$ cat src/rtl/alu_arbiter.sv
// alu_arbiter: round-robin sharing of one ALU between two valid/ready requesters
module alu_arbiter #(
  parameter int n = 32
) (
  input  logic         clk,
  input  logic         rst,
  input  logic         req0_valid,
  output logic         req0_ready,
  input  logic [n-1:0] req0_opA,
  input  logic [n-1:0] req0_opB,
  input  logic [3:0]   req0_S,
  input  logic         req0_M,
  input  logic         req0_Cin,
  input  logic         req1_valid,
  output logic         req1_ready,
  input  logic [n-1:0] req1_opA,
  input  logic [n-1:0] req1_opB,
  input  logic [3:0]   req1_S,
  input  logic         req1_M,
  input  logic         req1_Cin,
  output logic [n-1:0] alu_opA,
  output logic [n-1:0] alu_opB,
  output logic [3:0]   alu_S,
  output logic         alu_M,
  output logic         alu_Cin,
  input  logic [n-1:0] alu_DO,
  input  logic         alu_C,
  input  logic         alu_V,
  input  logic         alu_N,
  input  logic         alu_Z,
  output logic         rsp_valid,
  input  logic         rsp_ready,
  output logic         rsp_id,
  output logic [n-1:0] rsp_DO,
  output logic         rsp_C,
  output logic         rsp_V,
  output logic         rsp_N,
  output logic         rsp_Z,
  output logic         busy
);
  typedef enum logic [1:0] {IDLE, EXEC, RESP} state_t;
  state_t       state_q;
  logic         last_q, id_q, vld_q, gnt_d, hs;
  logic [n-1:0] opa_q, opb_q, do_q;
  logic [3:0]   s_q, flg_q;
  logic         m_q, cin_q;
  // on a tie the requester that did not win last time goes next
  always_comb begin
    gnt_d      = (req0_valid && req1_valid) ? !last_q : !req0_valid;
    req0_ready = (state_q == IDLE) && !rst && !gnt_d && req0_valid;
    req1_ready = (state_q == IDLE) && !rst && gnt_d && req1_valid;
    hs         = req0_ready || req1_ready;
  end
  always_ff @(posedge clk) begin
    if (rst) begin
      state_q <= IDLE;
      last_q  <= 1'b1;
      id_q    <= 1'b0;
      vld_q   <= 1'b0;
      opa_q   <= '0;
      opb_q   <= '0;
      s_q     <= '0;
      m_q     <= 1'b0;
      cin_q   <= 1'b0;
      do_q    <= '0;
      flg_q   <= '0;
    end else begin
      case (state_q)
        IDLE: if (hs) begin
          opa_q   <= gnt_d ? req1_opA : req0_opA;
          opb_q   <= gnt_d ? req1_opB : req0_opB;
          s_q     <= gnt_d ? req1_S : req0_S;
          m_q     <= gnt_d ? req1_M : req0_M;
          cin_q   <= gnt_d ? req1_Cin : req0_Cin;
          last_q  <= gnt_d;
          id_q    <= gnt_d;
          state_q <= EXEC;
        end
        EXEC: begin
          do_q    <= alu_DO;
          flg_q   <= {alu_C, alu_V, alu_N, alu_Z};
          vld_q   <= 1'b1;
          state_q <= RESP;
        end
        RESP: if (rsp_ready) begin
          vld_q   <= 1'b0;
          state_q <= IDLE;
        end
        default: state_q <= IDLE;
      endcase
    end
  end
  assign alu_opA   = opa_q;
  assign alu_opB   = opb_q;
  assign alu_S     = s_q;
  assign alu_M     = m_q;
  assign alu_Cin   = cin_q;
  assign rsp_valid = vld_q;
  assign rsp_id    = id_q;
  assign rsp_DO    = do_q;
  assign {rsp_C, rsp_V, rsp_N, rsp_Z} = flg_q;
  assign busy      = state_q != IDLE;
endmodule

$ cat config.mk
export PLATFORM = sky130hd
export DESIGN_NAME = alu_arbiter
export DESIGN_NICKNAME = d
export VERILOG_FILES = /design/src/rtl/alu_arbiter.sv
export SDC_FILE = /design/constraint.sdc
export NUM_CORES = 1
export LEC_CHECK = 0
export BUFFER_PORTS_ARGS = -buffer_cell sky130_fd_sc_hd__buf_2
export CORE_AREA = 2 2 114 116
export CTS_CLUSTER_DIAMETER = 200
export CTS_CLUSTER_SIZE = 8
export DETAILED_ROUTE_END_ITERATION = 8
export DIE_AREA = 0 0 116 118
export GPL_ROUTABILITY_DRIVEN = 0
export PLACE_DENSITY_LB_ADDON = 0.25
export SLEW_MARGIN = 20
export SYNTH_ARGS = -nofsm -noshare
export SYNTH_HDL_FRONTEND = slang
export SYNTH_SLANG_ARGS = --single-unit
$ cat constraint.sdc
create_clock -name clk -period 1.69 [get_ports clk]
set_input_delay 0.169 -clock clk [delete_from_list [all_inputs] [get_ports clk]]
set_output_delay 0.169 -clock clk [all_outputs]
set_load 0.005 [all_outputs]
After elaboration in Yosys (flattened, before gate mapping)
Cells that the tools add are included.
{ "word_totals": {"regBits": 111, "input_bits": 181, "out_inout_bits": 111, "word_cells": 43} }
{ "op_classes": {"eq_ne": 4, "mux": 11, "reduce_logical": 17} }
{ "ops": {"columns": ["op", "n"], "rows": [
  ["32-bit 2-to-1 mux", 2],
  ["1-bit logical AND", 6],
  ["2-bit one-hot mux with 3 select lines", 1],
  ["2-bit AND reduction", 3],
  ["1-bit zero test", 4],
  ["1-bit 2-to-1 mux", 4],
  ["2-bit 2-to-1 mux", 2],
  ["4-bit 2-to-1 mux", 1],
  ["2-bit inequality test (second input constant)", 2],
  ["2-bit nonzero test", 2],
  ["2-bit by 1-bit equality test with 1-bit output (second input constant)", 1],
  ["2-bit equality test (second input constant)", 1],
  ["2-bit zero test", 1],
  ["1-bit one-hot mux with 2 select lines", 1],
  ["1-bit logical OR", 1]
]} }

Depth between registers and ports, before layout
Gate-level depths: netlist (run 1).
{ "logic_depth": {"depth_word": 8, "mapped_depth": 6, "ltp_nobuf": 4} }

Worst setup path before layout (run 1)
OpenSTA, ideal clock, no wires.
{ "synth_path": {"path_type": "flip-flop to flip-flop", "startpoint": "reg state_q[1]", "endpoint": "reg id_q (netlist: rsp_id)", "setup_ns": 0.128, "arrival_ns": 1.174, "required_ns": 1.562, "setup_slack_ns": 0.388, "stages_incl_launch_ff": 6, "path_buffers": 2, "synth_period_minus_slack_ns": 1.302, "cell_sequence": "dfxtp_1 or3b_1 buf_6 buf_6 a2bb2oi_2 nor2_1"} }
{ "synth_between": {"elab_chain_cells": 6, "elab_cells_between_ends": 8, "classes_between": "reduce/logical (8)"} }
{ "synth_lines": {"columns": ["element", "line", "rtl"], "rows": [
  ["start: declaration", "42", "state_t state_q;"],
  ["start signal: assignment", "56", "state_q <= IDLE;"],
  ["start signal: assignment", "77", "state_q <= EXEC;"],
  ["start signal: assignment", "83", "state_q <= RESP;"],
  ["2-bit zero test *", "50, 51, 68", null],
  ["1-bit logical AND", "50, 51", null],
  ["1-bit logical AND (on tied branches) (2 in a row)", "50, 51", null],
  ["1-bit logical OR", "52", "hs = req0_ready || req1_ready;"],
  ["2-bit AND reduction (no line) *", null, null],
  ["end signal: assignment", "76", "id_q <= gnt_d;"],
  ["end: declaration", "43", "logic last_q, id_q, vld_q, gnt_d, hs;"]
]} }
Every way passes the cells marked *; elsewhere a longest branch is shown, timed or not.
A chain may end at the register's enable or synchronous reset.

Worst setup path in the final report (run 1)
{ "layout_path": {"startpoint": "reg state_q[0]", "endpoint": "out req1_ready"} }
{ "layout_between": {"elab_chain_cells": 4} }
{ "layout_lines": {"columns": ["element", "line", "rtl"], "rows": [
  ["2-bit zero test", "51", "req1_ready = (state_q == IDLE) && !rst && gnt_d && req1_valid;"],
  ["1-bit logical AND (3 in a row)", "51", null],
  ["end: declaration", "15", "output logic req1_ready,"]
]} }
Every way passes these cells.

==> results of run 1 <==
## power by group
part,internal [mW],switching [mW],total (mW)
clock,1.29,0.940,2.23
combinational,0.746,0.913,1.66
sequential,2.90,0.153,3.05
## per-stage QoR
stage               util, %  instance area, um^2  setup WS [ns]  std cells  power (mW)
floorplan                 -                 5036         0.3883        586       4.041
global placement      52.96                 6575         0.1827       1000       4.720
detailed placement    52.96                 6575         0.1284       1000       4.767
CTS                   55.56                 6898        0.05361       1016       7.008
global route          55.70                 6915       0.007030       1018       7.298
finish                55.72                 6918        0.09574       1019       6.937
## worst max-delay path, delay by kind of cell (launching register included)
kind          cells  cell delay [ns]
simple gates      2             0.32
flops             1             0.35
buf+inv           3             0.41
## cell usage in the layout, fill, tap and decap left out, types with 2 or more instances in the layout
| cell type | count |
|---|---|
| nor3_1 | 72 |
| buf_2 | 290 |
| nand2_1 | 72 |
| dfxtp_2 | 2 |
| nor3_2 | 69 |
| nor2_1 | 2 |
| dfxtp_1 | 109 |
| clkbuf_16 | 9 |
| diode_2 | 3 |
| buf_4 | 11 |
| buf_12 | 8 |
| clkinv_2 | 2 |
| bufinv_16 | 2 |
| nor4_1 | 70 |
| a21oi_1 | 107 |
| buf_6 | 2 |
## area by class of cell
type | count | area share (%)
diodes | 3 | 0.1085
multi-input cells | 406 | 35.25
flip-flops and latches | 111 | 32.16
clock buffers | 9 | 3.256
clock inverters | 6 | 1.248
inverters | 1 | 0.05426
repair buffers | 311 | 24.81
well taps | 172 | 3.111
## timing repair
action | in CTS | in global routing
pin swaps | 1 | 0
resized for setup | 1 | 4
setup endpoints to repair | 1 | 4
setup buffers | 1 | 0
hold buffers | 0 | 0
## registers in the layout, indices dropped and copies added, names as in the netlist
signal / flops
alu_opB: 32
rsp_id: 1
alu_opA: 32
alu_Cin: 1
alu_M: 1
rsp_DO: 32
rsp_valid: 1
alu_S: 4
last_q: 1
state_q: 2
flg_q: 4
## cell families after synthesis
logic type	count (synthesis)	synth area share, %
AOI/OAI and AO/OA	111	11.43
and+or+nand+nor	295	36.62
DFF	111	44.12
buffers and inverters	69	7.826
## path summary, 6_finish.rpt
path | depth (start not counted) | end | slack [ns]
max | 5 | req1_ready | 0.1
min reg2reg | 2 | rsp_DO[9] | 0.45
max reg2reg | 4 | alu_opB[26] | 0.17
min | 3 | rsp_DO[27] | 0.05
## layer usage
layer	vias to the layer above	GRT usage, %	wire length (um)
li1	2624	-	-
met1	2413	26.91	6376
met2	207	38.60	7782
met3	29	5.973	1303
met4	0	11.68	453
met5	-	0	0
==> reports/qor.csv, run 1 <==
stage,metric,value,unit
synth,synth_area_leaders,"dfxtp_1 44%, nor3_2 14%, a21oi_1 11%, nor4_1 8.7%, nor3_1 7.2%",
synth,synth.most_common_cell,dfxtp_1,
worst_hold_path,hold_class,input port to register,
die,dieArea,13690,um^2
critical_path,timing.rr.start,state_q[1],
sta,period_needed,1.594,ns
sta,finClkSkew,0.006383,ns
drt,routedWlPerCell,15.62,um
power_and_ir_drop,power_leakage,3.113,nW
drt,routed_wirelength,15920,um
sta,fin_setup_tns,0,ns
drt,drc,0,
finish,seqCellArea,2225,um^2
synth,ys.flop_type,dfxtp_1,
global_route,grt_pass1_wl,25210,um
die,rows,41,
synth,ys_async_sr_fraction,0,%
sta,maxSlewHeadroom,67.88,%
synth,avgSynthCellArea,8.594,um^2
worst_hold_path,hold_start,alu_DO[27],
critical_path,cp.required,1.52,ns
die,pin_count,292,
power_and_ir_drop,powerDensity,1003,nW/um^2
drt,vias_per_cell,5.175,
finish,multi_input_comb_area,2439,um^2
global_route,antenna_found_initial,3,
die,coreArea,12410,um^2
critical_path,crit_arrival,1.43,ns
global_route,globalRouteOverflowTotal,0,
global_route,track_usage,23.08,%
clocking,insertion_delay,0.35,ns
critical_path,critPathSlowestCell,dfxtp_2,
synth,ys_top_cells_by_count,"111 x dfxtp_1, 107 x a21oi_1, 72 x nand2_1, 72 x nor3_1, 70 x nor4_1",
outcome,status,finished clean,
placed_design,io_buffers,291,
clocking,cts_buffer_depth,2,
synth,yosysTopAreaCellShare,44.12,%
sta,rsz0062_at_grt,false,
critical_path,crit_path_end_kind,output pin,
die,start_util,40.57,%
clocking,cts-htree-levels,3,
clocking,path_clk_slew,0.07,ns
clocking,clock-sinks,111,
critical_path,crit_chain,nor2_4 > inv_2 > buf_6 > nor3_1 > buf_2,
synth,syn-cell-area,5036,um^2
clocking,root_buffer,clkbuf_16,
sta,finalMaxSlewViolations,0,
sta,finalHoldViolations,0,
synth,synth_top_cell_by_area,dfxtp_1,
drt,num_vias,5273,
critical_path,startpoint,state_q[0],
critical_path,criticalPathCategory,register to output pin,
synth,ys_seq_elements,111,
synth,synth_edf_count,0,
drt,antenna_left,0,
sta,finalSetupViolCount,0,
finish,final_nets,1021,
synth,ys_types,26,
finish,drive_gt1_share,48.22,%
die,die_x,116,um
clocking,cts_tree,done,
synth,ys_seq_area_share,44.12,%
clocking,numCtsBuffers,9,
global_route,first_global_vias,5181,
sta,tightest_slew,0.4817,ns
die,die_h,118,um
finish,fillers,1181,
placed_design,hpwl,11340,um
global_route,grt_max_degree,75,
run,max_cap_violations,0,
synth,synth-warning-count,0,
critical_path,path_max_fanout,20,
drt,drtIter0Drc,327,
synth,synth_cells,586,
drt,first_pass_iters,4,
power_and_ir_drop,ir_drop,0.0005020,V
critical_path,start_kind,register,
synth,syn_nets,767,
sta,fin_hold_ws,0.04998,ns
sta,fin_crit_sh,94.33,%
critical_path,crit_path_max_incr_delay,0.35,ns
sta,fmax,627.3,MHz
finish,area_delta_synth_final,37.37,%
No activity file was read; power rests on OpenSTA's default activity.
==> run 2: changes to the inputs <==
CORE_AREA = 2 2 123 125   (was 2 2 114 116)
DIE_AREA = 0 0 125 127   (was 0 0 116 118)
==> reports/qor.csv, run 2 (same netlist as run 1, synthesis figures left out) <==
stage,metric,value,unit,change
outcome,status,finished clean,,
critical_path,cp.required,1.52,ns,about the same
die,rows,44,,+7.3%
finish,area_delta_synth_final,37.22,%,
drt,routedWlPerCell,15.81,um,+1.3%
critical_path,crit_arrival,1.39,ns,-0.04 ns
critical_path,crit_path_end_kind,output pin,,
drt,num_vias,5167,,-2.0%
drt,routed_wirelength,16240,um,+2.0%
sta,tightest_slew,0.5863,ns,+0.1045 ns
drt,drc,0,,unchanged
die,die_x,125,um,+7.8%
clocking,insertion_delay,0.34,ns,about the same
global_route,antenna_found_initial,1,,-2
clocking,cts_buffer_depth,2,,unchanged
placed_design,dp_cells,1009,,+0.90%
critical_path,criticalPathCategory,register to output pin,,
sta,fin_crit_sh,92.22,%,-2.1 points
die,die_h,127,um,+7.6%
worst_hold_path,hold_class,input port to register,,
global_route,grt_pass1_wl,25700,um,+1.9%
critical_path,start_kind,register,,
sta,period_needed,1.559,ns,-0.03567 ns
finish,seqCellArea,2225,um^2,unchanged
global_route,track_usage,19.65,%,-3.4 points
sta,finalMaxSlewViolations,0,,unchanged
die,start_util,34.91,%,-5.7 points
finish,mostFrequentLayoutCells,"290 x buf_2, 109 x dfxtp_1, 107 x a21oi_1",,
power_and_ir_drop,power_leakage,3.103,nW,-0.34%
sta,finClkSkew,0.006644,ns,+0.0002611 ns
finish,final_nets,1018,,-0.29%
sta,rsz0062_at_grt,false,,
power_and_ir_drop,powerDensity,967.4,nW/um^2,-3.5%
clocking,cts_tree,done,,
finish,drive_gt1_share,47.98,%,-0.24 points
finish,postLayoutCoreUtil,47.91,%,-7.8 points
die,dieArea,15880,um^2,+16%
run,max_cap_violations,0,,unchanged
power_and_ir_drop,ir_drop,0.0004847,V,-3.4%
die,coreArea,14420,um^2,+16%
clocking,root_buffer,clkbuf_16,,
die,pin_count,292,,unchanged
global_route,first_global_vias,5015,,-3.2%
critical_path,rr_worst_depth,3,,-1
drt,first_pass_iters,4,,unchanged
clocking,path_clk_slew,0.07,ns,about the same
finish,stdcell_count,1027,,+0.79%
placed_design,io_buffers,291,,unchanged
placed_design,hpwl,11030,um,-2.8%
clocking,numCtsBuffers,9,,unchanged
sta,fin_setup_tns,0,ns,unchanged
finish,layout_commonest_cell,buf_2,,
finish,multi_input_comb_area,2447,um^2,+0.36%
global_route,grt_max_degree,48,,-36%
drt,drtIter0Drc,235,,-28%
global_route,globalRouteOverflowTotal,0,,unchanged
worst_hold_path,whs_path_depth,3,,unchanged
sta,finalSetupViolCount,0,,unchanged
clocking,clock-sinks,111,,unchanged
clocking,cts-htree-levels,3,,unchanged
finish,fillers,1549,,+31%
sta,finalHoldViolations,0,,unchanged
drt,vias_per_cell,5.031,,-2.8%
sta,fmax,641.6,MHz,+2.3%
critical_path,path_max_fanout,33,,+65%
sta,maxSlewHeadroom,60.92,%,-7.0 points
drt,antenna_left,0,,unchanged
[run 2: worst max-delay path: stages, from the launching register on]
cell and delay, ns:
dfxtp_1 0.35, a21bo_2 0.24, buf_12 0.17, nor3_1 0.13, buf_2 0.15
[run 2: timing repair]
item | CTS | global route
endpoints found under the setup margin | 1 | 2
hold buffers | 0 | 0
buffers inserted | 0 | 1
hold endpoints to repair | 0 | 0
resized for setup | 1 | 3
pin swaps | 0 | 1
[run 2: final cells by class]
class                      instances  area share, %
clock buffer                      10          3.313
antenna                            1        0.03621
inverter                           1        0.05432
tap                              184          3.332
clock inverter                     6         0.5251
sequential                       111          32.19
timing repair buffer             308          25.13
multi-input combinational        406          35.42
[run 2: final timing paths]
path | startpoint | to | slack [ns]
setup / recovery | last_q | req1_ready | 0.13
hold / removal | alu_DO[23] | rsp_DO[23] | 0.06
setup reg to reg | state_q[1] | last_q | 0.27
hold reg to reg | rsp_DO[31] | rsp_DO[31] | 0.45
[run 2: through the flow]
step | total power, mW | area (um^2) | hold WS (ns) | worst slack, ns
6_report | 6.685 | 6910 | 0.06234 | 0.1314
4_1_cts | 6.766 | 6889 | 0.04816 | 0.01931
2_1_floorplan | 4.041 | 5036 | 0.3050 | 0.3883
3_3_place_gp | 4.784 | 6618 | 0.4137 | 0.2475
3_5_place_dp | 4.785 | 6618 | 0.4172 | 0.2179
5_1_grt | 7.078 | 6910 | 0.06051 | 0.02478
[run 2: per-layer routing]
layer / wire length (um) / GRT usage (%) / part of all wire (%) / vias up
met4: 312 / 6.732 / 1.9 / 0
li1: - / - / - / 2615
met5: 0 / 0 / 0 / -
met3: 1251 / 5.570 / 7.7 / 21
met2: 7628 / 33.28 / 47 / 204
met1: 7050 / 24.12 / 43 / 2327
[run 2: where the power goes]
group          total (mW)  internal, mW  switching (mW)  leakage [nW]
sequential           3.04          2.90           0.143         0.919
clock                1.96         0.998           0.966         0.132
combinational        1.68         0.759           0.923          2.05
==> run 3: changes to the inputs <==
CORE_AREA = 2 2 116 118   (was 2 2 123 125)
DIE_AREA = 0 0 118 120   (was 0 0 125 127)
==> reports/qor.csv, run 3 (same netlist as run 1, synthesis figures left out) <==
stage,metric,value,unit,change
drt,drtIter0Drc,298,,+27%
die,die_x,118,um,-5.6%
clocking,clock-sinks,111,,unchanged
run,max_cap_violations,0,,unchanged
critical_path,path_max_fanout,10,,-70%
global_route,antenna_found_initial,0,,-1
drt,antenna_left,0,,unchanged
drt,num_vias,5346,,+3.5%
power_and_ir_drop,ir_drop,0.0004144,V,-15%
die,start_util,38.80,%,+3.9 points
drt,routed_wirelength,15950,um,-1.8%
critical_path,cp.required,1.52,ns,about the same
sta,period_needed,1.560,ns,+0.0009540 ns
critical_path,crit_chain,nor2_4 > inv_4 > nor4b_2 > buf_2,,
global_route,globalRouteOverflowTotal,0,,unchanged
global_route,grt_max_degree,58,,+21%
worst_hold_path,whs_path_depth,3,,unchanged
critical_path,critPathSlowestCell,dfxtp_1,,
critical_path,timing.rr.start,state_q[0],,
power_and_ir_drop,intPower,5.018,mW,+7.8%
sta,finalMaxSlewViolations,0,,unchanged
die,pin_count,292,,unchanged
sta,finalHoldViolations,0,,unchanged
die,coreArea,12980,um^2,-10%
drt,vias_per_cell,5.251,,+4.4%
finish,multi_input_comb_area,2439,um^2,-0.36%
critical_path,rr_worst_depth,5,,+2
clocking,cts_buffer_depth,2,,unchanged
clocking,numCtsBuffers,9,,unchanged
critical_path,r2r_slack,0.22,ns,-0.05 ns
power_and_ir_drop,pwr-share-comb,23.9,%,-1.3 points
worst_hold_path,min_to,rsp_DO[24],,
critical_path,criticalPathCategory,register to output pin,,
global_route,track_usage,22.27,%,+2.6 points
finish,mostFrequentLayoutCells,"290 x buf_2, 111 x dfxtp_1, 107 x a21oi_1",,
critical_path,start_kind,register,,
clocking,path_clk_slew,0.07,ns,about the same
sta,fin_crit_sh,92.28,%,about the same
critical_path,startpoint,state_q[0],,
sta,rsz0062_at_grt,false,,
sta,finClkSkew,0.006806,ns,+0.0001611 ns
placed_design,io_buffers,291,,unchanged
power_and_ir_drop,power_leakage,3.123,nW,+0.64%
finish,layout_commonest_cell,buf_2,,
die,dieArea,14160,um^2,-11%
clocking,insertion_delay,0.35,ns,about the same
drt,first_pass_iters,4,,unchanged
sta,fmax,641.2,MHz,about the same
finish,seqCellArea,2222,um^2,-0.11%
finish,area_delta_synth_final,37.94,%,
sta,finalSetupViolCount,0,,unchanged
critical_path,crit_path_end_kind,output pin,,
sta,maxSlewHeadroom,69.46,%,+8.5 points
clocking,root_buffer,clkbuf_16,,
outcome,status,finished clean,,
finish,postLayoutCoreUtil,53.52,%,+5.6 points
power_and_ir_drop,clkPwrFrac,32.9,%,+3.5 points
drt,drc,0,,unchanged
critical_path,crit_arrival,1.39,ns,about the same
power_and_ir_drop,pwr-share-seq,43.2,%,-2.3 points
power_and_ir_drop,powerDensity,1012,nW/um^2,+4.6%
worst_hold_path,hold_class,input port to register,,
power_and_ir_drop,p_sw,2.009,mW,-1.1%
finish,drive_gt1_share,47.86,%,-0.12 points
drt,routedWlPerCell,15.67,um,-0.91%
finish,final_nets,1020,,+0.20%
clocking,cts-htree-levels,3,,unchanged
worst_hold_path,hold_start,alu_DO[24],,
clocking,cts_tree,done,,
power_and_ir_drop,switching_share,28.58,%,-1.8 points
finish,fillers,1307,,-16%
critical_path,rr_endpoint,alu_S[3],,
sta,tightest_slew,0.4581,ns,-0.1281 ns
global_route,first_global_vias,5121,,+2.1%
critical_path,crit_path_max_incr_delay,0.37,ns,+0.02 ns
finish,diodes,0,,-1
global_route,grt_pass1_wl,25790,um,+0.32%
die,rows,42,,-4.5%
die,die_h,120,um,-5.5%
sta,fin_setup_tns,0,ns,unchanged
clocking,cts_hold_buf,0,,unchanged
placed_design,hpwl,11060,um,+0.24%
run 3: changes by cell type in the layout (fill, tap and decap cells not counted), sizes merged:
cell	previous run	this run
diode	1	0
bufinv	0	2
inv	2	1
clkinv	4	0
clkbuf	10	11
buf	308	310
run 3: how the worst max path moves through the flow:
stage | end | slack (ns) | depth (start not counted)
after floorplan | rsp_id | 0.39 | 5
after global routing | req0_ready | 0.04 | 4
after CTS | req0_ready | 0.07 | 4
after global placement | last_q | 0.25 | 3
final | req0_ready | 0.13 | 4
after detailed placement | alu_S[3] | 0.24 | 5
run 3: power by group through the flow:
stage / sequential (mW) / clock [mW] / combinational [mW]
after floorplan: 3.12 / 0 / 0.924
after global placement: 3.09 / 0 / 1.68
after detailed placement: 3.09 / 0 / 1.69
after CTS: 3.04 / 2.36 / 1.70
after global routing: 3.07 / 2.45 / 1.86
final: 3.04 / 2.31 / 1.68
run 3: final cells by class:
cell class,count,area share (%)
inverter,1,0.09006
clock inverter,3,0.9726
multi-input combinational,406,35.10
tap,176,3.170
sequential,111,31.99
clock buffer,11,3.638
timing repair buffer,310,25.04
run 3: critical path, delay by kind of cell, from the launching register on:
kind                   cells  cell delay, ns
DFF                        1            0.37
buffers and inverters      2            0.27
and+or+nand+nor            2            0.41
run 3: through the flow:
stage / worst slack [ns] / cell area [um^2] / power, mW / hold slack, ns / instances
final: 0.1305 / 6947 / 7.027 / 0.05548 / 1018
after global placement: 0.2541 / 6610 / 4.768 / 0.4135 / 1003
after CTS: 0.06696 / 6940 / 7.098 / 0.04348 / 1018
after floorplan: 0.3883 / 5036 / 4.041 / 0.3050 / 586
after global routing: 0.04129 / 6947 / 7.377 / 0.05425 / 1018
after detailed placement: 0.2395 / 6610 / 4.781 / 0.4155 / 1003
run 3: timing repair:
| item | 4_1_cts | 5_1_grt |
|---|---|---|
| pin swaps | 1 | 0 |
| resized for setup | 1 | 1 |
| gates cloned | 0 | 0 |
| setup endpoints to repair | 1 | 1 |
| setup buffers | 1 | 0 |
run 3: routing by layer:
metal	GRT usage [%]	up-vias	part of all wire, %
met1	26.93	2468	41
met4	9.111	0	2.4
li1	-	2622	-
met2	37.90	228	49
met3	5.513	28	7.4
met5	0	-	0
